--- config.mk ---
export PLATFORM = sky130hd
export DESIGN_NAME = key_debounce_array
export DESIGN_NICKNAME = d
export VERILOG_FILES = /design/src/rtl/key_pkg.sv /design/src/rtl/key_debounce_ch.sv /design/src/rtl/key_debounce_array.sv
export SDC_FILE = /design/constraint.sdc
export NUM_CORES = 1
export LEC_CHECK = 0
export CELL_PAD_IN_SITES_DETAIL_PLACEMENT = 1
export CELL_PAD_IN_SITES_GLOBAL_PLACEMENT = 2
export CORE_MARGIN = 2
export CORE_UTILIZATION = 37
export CTS_BUF_LIST = sky130_fd_sc_hd__clkbuf_8 sky130_fd_sc_hd__clkbuf_16
export DETAILED_ROUTE_END_ITERATION = 8
export GPL_TIMING_DRIVEN = 0
export PLACE_DENSITY = 0.87
export SETUP_SLACK_MARGIN = 0.1
export SLEW_MARGIN = 20
export SYNTH_ARGS = -nofsm -noshare
export SYNTH_HDL_FRONTEND = slang
export SYNTH_SLANG_ARGS = --single-unit
--- constraint.sdc ---
create_clock -name CLK_50M -period 2.73 [get_ports CLK_50M]
set_input_delay 0.4095 -clock CLK_50M [delete_from_list [all_inputs] [get_ports CLK_50M]]
set_output_delay 0.4095 -clock CLK_50M [all_outputs]
set_load 0.02 [all_outputs]
--- src/rtl/key_pkg.sv ---
// ---------------------------------------------------------------------------
// key_pkg
// Shared definitions for the key_debounce_array push-button front end:
//   - hold_state_e : per-channel hold/auto-repeat FSM states
//   - DEF_*        : default parameter values (50 MHz board, 1 ms sample tick)
//   - clog2_max    : counter width able to hold max(a, b) without wrapping
// ---------------------------------------------------------------------------
package key_pkg;

  typedef enum logic [1:0] {
    ST_IDLE     = 2'd0,
    ST_HOLD_DLY = 2'd1,
    ST_HOLD_RPT = 2'd2
  } hold_state_e;

  localparam int DEF_N_KEYS      = 4;
  localparam int DEF_TICK_DIV    = 50000;
  localparam int DEF_DEB_SAMPLES = 10;
  localparam int DEF_REPEAT_DLY  = 500;
  localparam int DEF_REPEAT_PER  = 100;
  localparam int DEF_ACTIVE_HIGH = 1;

  // Width of a counter that must represent values 0..max(a, b).
  function automatic int clog2_max(input int a, input int b);
    int m;
    m = (a > b) ? a : b;
    return $clog2(m + 1);
  endfunction

endpackage

--- src/rtl/key_debounce_ch.sv ---
// ---------------------------------------------------------------------------
// key_debounce_ch
// One key channel: two-flop synchroniser with polarity normalisation,
// tick-driven debounce counter, hold/auto-repeat FSM and registered outputs.
// Ports:
//   clk_i       : system clock
//   rst_i       : synchronous reset, active-high
//   tick_i      : shared one-cycle sample strobe
//   key_raw_i   : raw asynchronous key pin
//   repeat_en_i : auto-repeat enable (synchronous)
//   state_o     : debounced level, 1 = pressed
//   press_o     : one-cycle pulse on debounced press
//   release_o   : one-cycle pulse on debounced release
//   repeat_o    : one-cycle pulse per repeat interval while held
// ---------------------------------------------------------------------------
module key_debounce_ch
  import key_pkg::*;
#(
  parameter int DEB_SAMPLES = DEF_DEB_SAMPLES,
  parameter int REPEAT_DLY  = DEF_REPEAT_DLY,
  parameter int REPEAT_PER  = DEF_REPEAT_PER,
  parameter int ACTIVE_HIGH = DEF_ACTIVE_HIGH
) (
  input  logic clk_i,
  input  logic rst_i,
  input  logic tick_i,
  input  logic key_raw_i,
  input  logic repeat_en_i,
  output logic state_o,
  output logic press_o,
  output logic release_o,
  output logic repeat_o
);

  localparam int DW = $clog2(DEB_SAMPLES + 1);
  localparam int HW = clog2_max(REPEAT_DLY, REPEAT_PER);

  localparam logic          INACTIVE = (ACTIVE_HIGH != 0) ? 1'b0 : 1'b1;
  // Terminal values are compared before incrementing so the counters never
  // need to hold the target value itself and can never wrap.
  localparam logic [DW-1:0] DEB_LAST = DW'(DEB_SAMPLES - 1);
  localparam logic [HW-1:0] DLY_LAST = HW'(REPEAT_DLY - 1);
  localparam logic [HW-1:0] PER_LAST = HW'(REPEAT_PER - 1);

  logic          sync1_q, sync2_q;
  logic          sample_s;
  logic          flip_s;
  logic [DW-1:0] deb_cnt_q, deb_cnt_d;
  logic [HW-1:0] hold_cnt_q, hold_cnt_d;
  hold_state_e   st_q, st_d;
  logic          key_state_q, key_state_d;
  logic          press_q, press_d;
  logic          release_q, release_d;
  logic          repeat_q, repeat_d;

  // Two-flop synchroniser; reset loads the inactive pin level.
  always_ff @(posedge clk_i) begin
    if (rst_i) begin
      sync1_q <= INACTIVE;
      sync2_q <= INACTIVE;
    end else begin
      sync1_q <= key_raw_i;
      sync2_q <= sync1_q;
    end
  end

  assign sample_s = (ACTIVE_HIGH != 0) ? sync2_q : ~sync2_q;

  // Debounce counter: counts consecutive ticks disagreeing with the current level.
  always_comb begin
    deb_cnt_d = deb_cnt_q;
    flip_s    = 1'b0;
    if (tick_i) begin
      if (sample_s != key_state_q) begin
        if (deb_cnt_q == DEB_LAST) begin
          flip_s    = 1'b1;
          deb_cnt_d = '0;
        end else begin
          deb_cnt_d = deb_cnt_q + DW'(1);
        end
      end else begin
        deb_cnt_d = '0;
      end
    end else begin
      deb_cnt_d = deb_cnt_q;
    end
  end

  // Hold FSM and pulse generation; a debounced transition outranks repeats.
  always_comb begin
    st_d        = st_q;
    hold_cnt_d  = hold_cnt_q;
    key_state_d = key_state_q;
    press_d     = 1'b0;
    release_d   = 1'b0;
    repeat_d    = 1'b0;
    if (flip_s && !key_state_q) begin
      key_state_d = 1'b1;
      press_d     = 1'b1;
      st_d        = ST_HOLD_DLY;
      hold_cnt_d  = '0;
    end else if (flip_s && key_state_q) begin
      key_state_d = 1'b0;
      release_d   = 1'b1;
      st_d        = ST_IDLE;
      hold_cnt_d  = '0;
    end else begin
      case (st_q)
        ST_IDLE: begin
          hold_cnt_d = '0;
        end
        ST_HOLD_DLY: begin
          if (!repeat_en_i) begin
            hold_cnt_d = '0;
          end else if (tick_i) begin
            if (hold_cnt_q == DLY_LAST) begin
              repeat_d   = 1'b1;
              st_d       = ST_HOLD_RPT;
              hold_cnt_d = '0;
            end else begin
              hold_cnt_d = hold_cnt_q + HW'(1);
            end
          end else begin
            hold_cnt_d = hold_cnt_q;
          end
        end
        ST_HOLD_RPT: begin
          // Disabling repeat drops back so re-enabling waits the full first delay.
          if (!repeat_en_i) begin
            hold_cnt_d = '0;
            st_d       = ST_HOLD_DLY;
          end else if (tick_i) begin
            if (hold_cnt_q == PER_LAST) begin
              repeat_d   = 1'b1;
              hold_cnt_d = '0;
            end else begin
              hold_cnt_d = hold_cnt_q + HW'(1);
            end
          end else begin
            hold_cnt_d = hold_cnt_q;
          end
        end
        default: begin
          st_d       = ST_IDLE;
          hold_cnt_d = '0;
        end
      endcase
    end
  end

  // State and output registers.
  always_ff @(posedge clk_i) begin
    if (rst_i) begin
      deb_cnt_q   <= '0;
      hold_cnt_q  <= '0;
      st_q        <= ST_IDLE;
      key_state_q <= 1'b0;
      press_q     <= 1'b0;
      release_q   <= 1'b0;
      repeat_q    <= 1'b0;
    end else begin
      deb_cnt_q   <= deb_cnt_d;
      hold_cnt_q  <= hold_cnt_d;
      st_q        <= st_d;
      key_state_q <= key_state_d;
      press_q     <= press_d;
      release_q   <= release_d;
      repeat_q    <= repeat_d;
    end
  end

  assign state_o   = key_state_q;
  assign press_o   = press_q;
  assign release_o = release_q;
  assign repeat_o  = repeat_q;

endmodule

--- src/rtl/key_debounce_array.sv ---
// ---------------------------------------------------------------------------
// key_debounce_array
// Multi-channel push-button front end: a shared sample-tick divider feeding
// N_KEYS independent debounce / hold-repeat channels.
// Ports:
//   CLK_50M     : system clock
//   RST         : synchronous reset, active-high
//   key_in      : raw asynchronous key pins
//   repeat_en   : per-channel auto-repeat enable
//   key_state   : debounced level, 1 = pressed
//   key_press   : one-cycle pulse on debounced press
//   key_release : one-cycle pulse on debounced release
//   key_repeat  : one-cycle pulse per repeat interval while held
//   tick        : one-cycle sample strobe
// ---------------------------------------------------------------------------
module key_debounce_array
  import key_pkg::*;
#(
  parameter int N_KEYS      = DEF_N_KEYS,
  parameter int TICK_DIV    = DEF_TICK_DIV,
  parameter int DEB_SAMPLES = DEF_DEB_SAMPLES,
  parameter int REPEAT_DLY  = DEF_REPEAT_DLY,
  parameter int REPEAT_PER  = DEF_REPEAT_PER,
  parameter int ACTIVE_HIGH = DEF_ACTIVE_HIGH
) (
  input  logic              CLK_50M,
  input  logic              RST,
  input  logic [N_KEYS-1:0] key_in,
  input  logic [N_KEYS-1:0] repeat_en,
  output logic [N_KEYS-1:0] key_state,
  output logic [N_KEYS-1:0] key_press,
  output logic [N_KEYS-1:0] key_release,
  output logic [N_KEYS-1:0] key_repeat,
  output logic              tick
);

  localparam int            CW        = $clog2(TICK_DIV);
  localparam logic [CW-1:0] TICK_LAST = CW'(TICK_DIV - 1);

  logic [CW-1:0] tick_cnt_q, tick_cnt_d;
  logic          tick_q;

  // Free-running divider, wraps after TICK_DIV-1.
  always_comb begin
    if (tick_cnt_q == TICK_LAST) begin
      tick_cnt_d = '0;
    end else begin
      tick_cnt_d = tick_cnt_q + CW'(1);
    end
  end

  // Tick is registered from the next count so it is high exactly while the count is TICK_DIV-1.
  always_ff @(posedge CLK_50M) begin
    if (RST) begin
      tick_cnt_q <= '0;
      tick_q     <= 1'b0;
    end else begin
      tick_cnt_q <= tick_cnt_d;
      tick_q     <= (tick_cnt_d == TICK_LAST);
    end
  end

  assign tick = tick_q;

  for (genvar g = 0; g < N_KEYS; g++) begin : g_ch
    key_debounce_ch #(
      .DEB_SAMPLES (DEB_SAMPLES),
      .REPEAT_DLY  (REPEAT_DLY),
      .REPEAT_PER  (REPEAT_PER),
      .ACTIVE_HIGH (ACTIVE_HIGH)
    ) u_ch (
      .clk_i       (CLK_50M),
      .rst_i       (RST),
      .tick_i      (tick_q),
      .key_raw_i   (key_in[g]),
      .repeat_en_i (repeat_en[g]),
      .state_o     (key_state[g]),
      .press_o     (key_press[g]),
      .release_o   (key_release[g]),
      .repeat_o    (key_repeat[g])
    );
  end

endmodule

==> impl_metrics.csv <==
group,metric,value,unit
sta,worst_pin_slew,0.944,ns
global_routing,grt_overflow,0,
sta,rsz0062_at_grt,"false",
status,run_status,"finished clean",
route,vias_per_cell,5.37,
floorplan,core,13800,µm²
synth,async_flop_share,0,%
final_layout,multi_input_area,2930,µm²
synth,syn_nets,662,
worst_setup_path,crit_required,2.95,ns
global_routing,antenna_found_initial,0,
route,postRouteAntennaNets,0,
final_layout,layout-drive-gt1-share,7.10,%
power,powerDensity,492,nW/µm²
place,place_hpwl,9.31,mm
sta,finalHoldViolCount,0,
sta,min_period,2.40,ns
power,cellLeakagePower,0.00208,µW
synth,synth_area,5230,µm²
route,wirelength,13.0,mm
route,route.vias.total,4519,
clock_network,cts_hold_buf,0,
worst_setup_path,max_stage_delay,0.57,ns
final_layout,register_area,2020,µm²
floorplan,start_util,37.8,%
run,drv_cap,0,
clock_network,cts_tree,"yes",
synth,syn_area_per_cell,8.41,µm²
power,total_power,2950,µW
clock_network,ctsResizeCount,0,
clock_network,clk_path_buf_depth,2,
clock_network,insertion_delay,0.35,ns
worst_setup_path,critPathCaptureType,"flip-flop",
place,place.port_buffers,26,
synth,syn_inst,622,
synth,ys.flop_type,"dfxtp_1",
clock_network,clockRootBuffer,"clkbuf_16",
synth,synth_warnings,0,
floorplan,dieArea,15100,µm²
sta,max_freq,417,MHz
clock_network,cts_buffers,9,
worst_setup_path,worstPathArrival,2.62,ns
clock_network,clock_sinks,101,
global_routing,grt_pass1_vias,4643,
final_layout,fin_nets,699,
final_layout,area_growth_syn_to_layout,14.7,%
global_routing,grt_max_degree,15,
synth,synth_edf_count,0,
floorplan,die_h,123,µm
synth,ys_seq_area_share,38.7,%
final_layout,stdcell_count,842,
power,vdd.ir_drop.worst,0.321,mV
sta,min_period_over_period,87.9,%
route,dr.pass1.iters,4,
worst_setup_path,critPathTopFamily,"buffers and inverters",
final_layout,diodes,0,
clock_network,clk_pin_slew_worst_paths,0.06,ns
route,drc,0,
floorplan,rows,43,
synth,ys_seq_elements,101,
worst_setup_path,crit_path_start_kind,"input port",
worst_setup_path,path_buf_inv,4,
place,place_congestion,0.793,
worst_setup_path,cp_max_fo,10,
final_layout,fill_cells,1687,
place,dp_cells,828,
synth,synth_cell_types,60,
worst_setup_path,path_cells,"clkdlybuf4s50_1 > clkbuf_1 > clkbuf_1 > clkbuf_1 > nor2_1",
global_routing,grt_pass1_wl,22.0,mm
worst_hold_path,min-delay-path-class,"reg -> reg",
sta,maxSlewViolCount,0,
worst_setup_path,timing_worst_setup_path_type,"in -> reg",
global_routing,grt_usage,18.3,%
sta,finClkSkew,0.00488,ns
worst_setup_path,critPathMostFrequentCell,"clkbuf_1",
floorplan,io_pins,27,
clock_network,postCtsSetupBuffers,0,
sta,slew_headroom,36.6,%
floorplan,die_w,123,µm
route,wire_per_inst,15.5,µm
sta,setup_viol,0,
clock_network,htree_levels,3,
route,drt_iter0_markers,233,
worst_setup_path,crit_slowest_cell,"clkdlybuf4s50_1",
[worst reg2reg max path, stage by stage (launching register included)]
cell	delay, ns
dfxtp_1	0.39
ha_1	0.23
or3b_2	0.52
nor3b_1	0.24
o22ai_1	0.28
o21bai_1	0.35
nor2_1	0.09
[flip-flops by register name (all words and copies together), names as in the netlist]
name / cells
g_ch.u_ch.sample_s: 4
g_ch.u_ch.press_o: 4
tick_cnt_q: 16
g_ch.u_ch.deb_cnt_q: 16
tick: 1
g_ch.u_ch.hold_cnt_q: 36
g_ch.u_ch.state_o: 4
g_ch.u_ch.repeat_o: 4
g_ch.u_ch.sync1_q: 4
g_ch.u_ch.release_o: 4
g_ch.u_ch.st_q: 8
[per-stage QoR]
| stage | setup TNS [ns] | area, µm² | hold slack (ns) | worst slack, ns | utilization [%] |
|---|---|---|---|---|---|
| finish | 0 | 6000 | 0.464 | 0.329 | 43.4 |
| CTS | 0 | 6000 | 0.464 | 0.267 | 43.4 |
| floorplan | 0 | 5230 | 0.414 | 0.783 | - |
| global placement | -0.298 | 5710 | 0.437 | -0.0353 | 41.3 |
| detailed placement | -0.950 | 5710 | 0.454 | -0.109 | 41.3 |
| global route | 0 | 6000 | 0.477 | 0.128 | 43.4 |
[cells by family after synthesis]
kind of cell,count (synthesis),share of synthesized area (%)
muxes,6,1.20
AOI/OAI and AO/OA,99,12.9
buffers and inverters,57,5.26
adders and majority gates,30,7.18
and+or+nand+nor,292,28.6
DFF,101,38.7
xor gates and xnor gates,37,6.20
[routing by layer]
layer	part of all wire [%]	global-route usage (%)
met5	0	0
met4	1.9	7.26
met3	2.4	3.07
met2	48	30.8
met1	48	23.3
[area by class of cell]
class	instances	share of cell area, %
clock inverters	4	0.710
clock buffers	10	3.99
flip-flops and latches	101	33.7
multi-input cells	464	48.9
well taps	180	3.76
plain buffers	37	3.34
inverters	20	1.25
repair buffers	26	4.34
[power by group]
group          total, µW  internal [µW]  switching [µW]
clock network       1270            718             549
registers           1500           1490            14.0
logic                181           69.1             112
total               2950           2280             675
[synthesized netlist by cell type (3+ instances only)]
master	number	area (µm²)
nand4_1	15	93.8
or4_1	10	75.1
nor3_1	27	135
and2_1	5	31.3
inv_1	19	71.3
nand4b_1	3	26.3
nor3b_1	8	60.1
a31oi_1	18	113
o211a_1	4	40.0
or2_2	7	43.8
mux2i_1	4	40.0
a21o_1	3	22.5
xor2_1	23	201
nor4_1	6	37.5
a21oi_1	21	105
xnor2_1	14	123
dfxtp_1	101	2020
nor2_1	57	214
o21a_1	3	22.5
nand2_1	67	251
o21ai_0	13	65.1
or3b_2	4	35.0
and3_1	8	50.1
nand3_1	43	215
clkbuf_1	19	71.3
nor2b_1	15	93.8
or3_1	4	25.0
buf_4	16	120
o21bai_1	6	45.0
nand3b_1	3	22.5
ha_1	30	375
a211oi_1	9	67.6
[path summary, 6_finish.rpt]
kind	start	end	slack, ns	depth (start not counted)
worst max-delay path	RST	g_ch[1].u_ch.deb_cnt_q[1]	0.33	5
worst min-delay path	g_ch[2].u_ch.sync1_q	g_ch[2].u_ch.sample_s	0.46	1
worst max register to register	g_ch[2].u_ch.hold_cnt_q[0]	g_ch[2].u_ch.hold_cnt_q[2]	0.53	6
worst min register to register	g_ch[2].u_ch.sync1_q	g_ch[2].u_ch.sample_s	0.46	1
[placed cells by master, fill, tap and decap left out, types with 4 or more instances in the layout]
cell type / netlist / final
dfxtp_1: 101 / 101
nand2_1: 67 / 67
nor2_1: 57 / 57
nand3_1: 43 / 43
ha_1: 30 / 30
nor3_1: 27 / 27
clkdlybuf4s50_1: 0 / 26
xor2_1: 23 / 23
inv_1: 19 / 21
a21oi_1: 21 / 21
clkbuf_1: 19 / 19
a31oi_1: 18 / 18
buf_4: 16 / 16
nor2b_1: 15 / 15
nand4_1: 15 / 15
xnor2_1: 14 / 14
o21ai_0: 13 / 13
or4_1: 10 / 10
a211oi_1: 9 / 9
clkbuf_16: 0 / 9
and3_1: 8 / 8
nor3b_1: 8 / 8
or2_2: 7 / 7
nor4_1: 6 / 6
o21bai_1: 6 / 6
and2_1: 5 / 5
o211a_1: 4 / 4
or3b_2: 4 / 4
or3_1: 4 / 4
mux2i_1: 4 / 4
(Power assumes the default switching activity.)
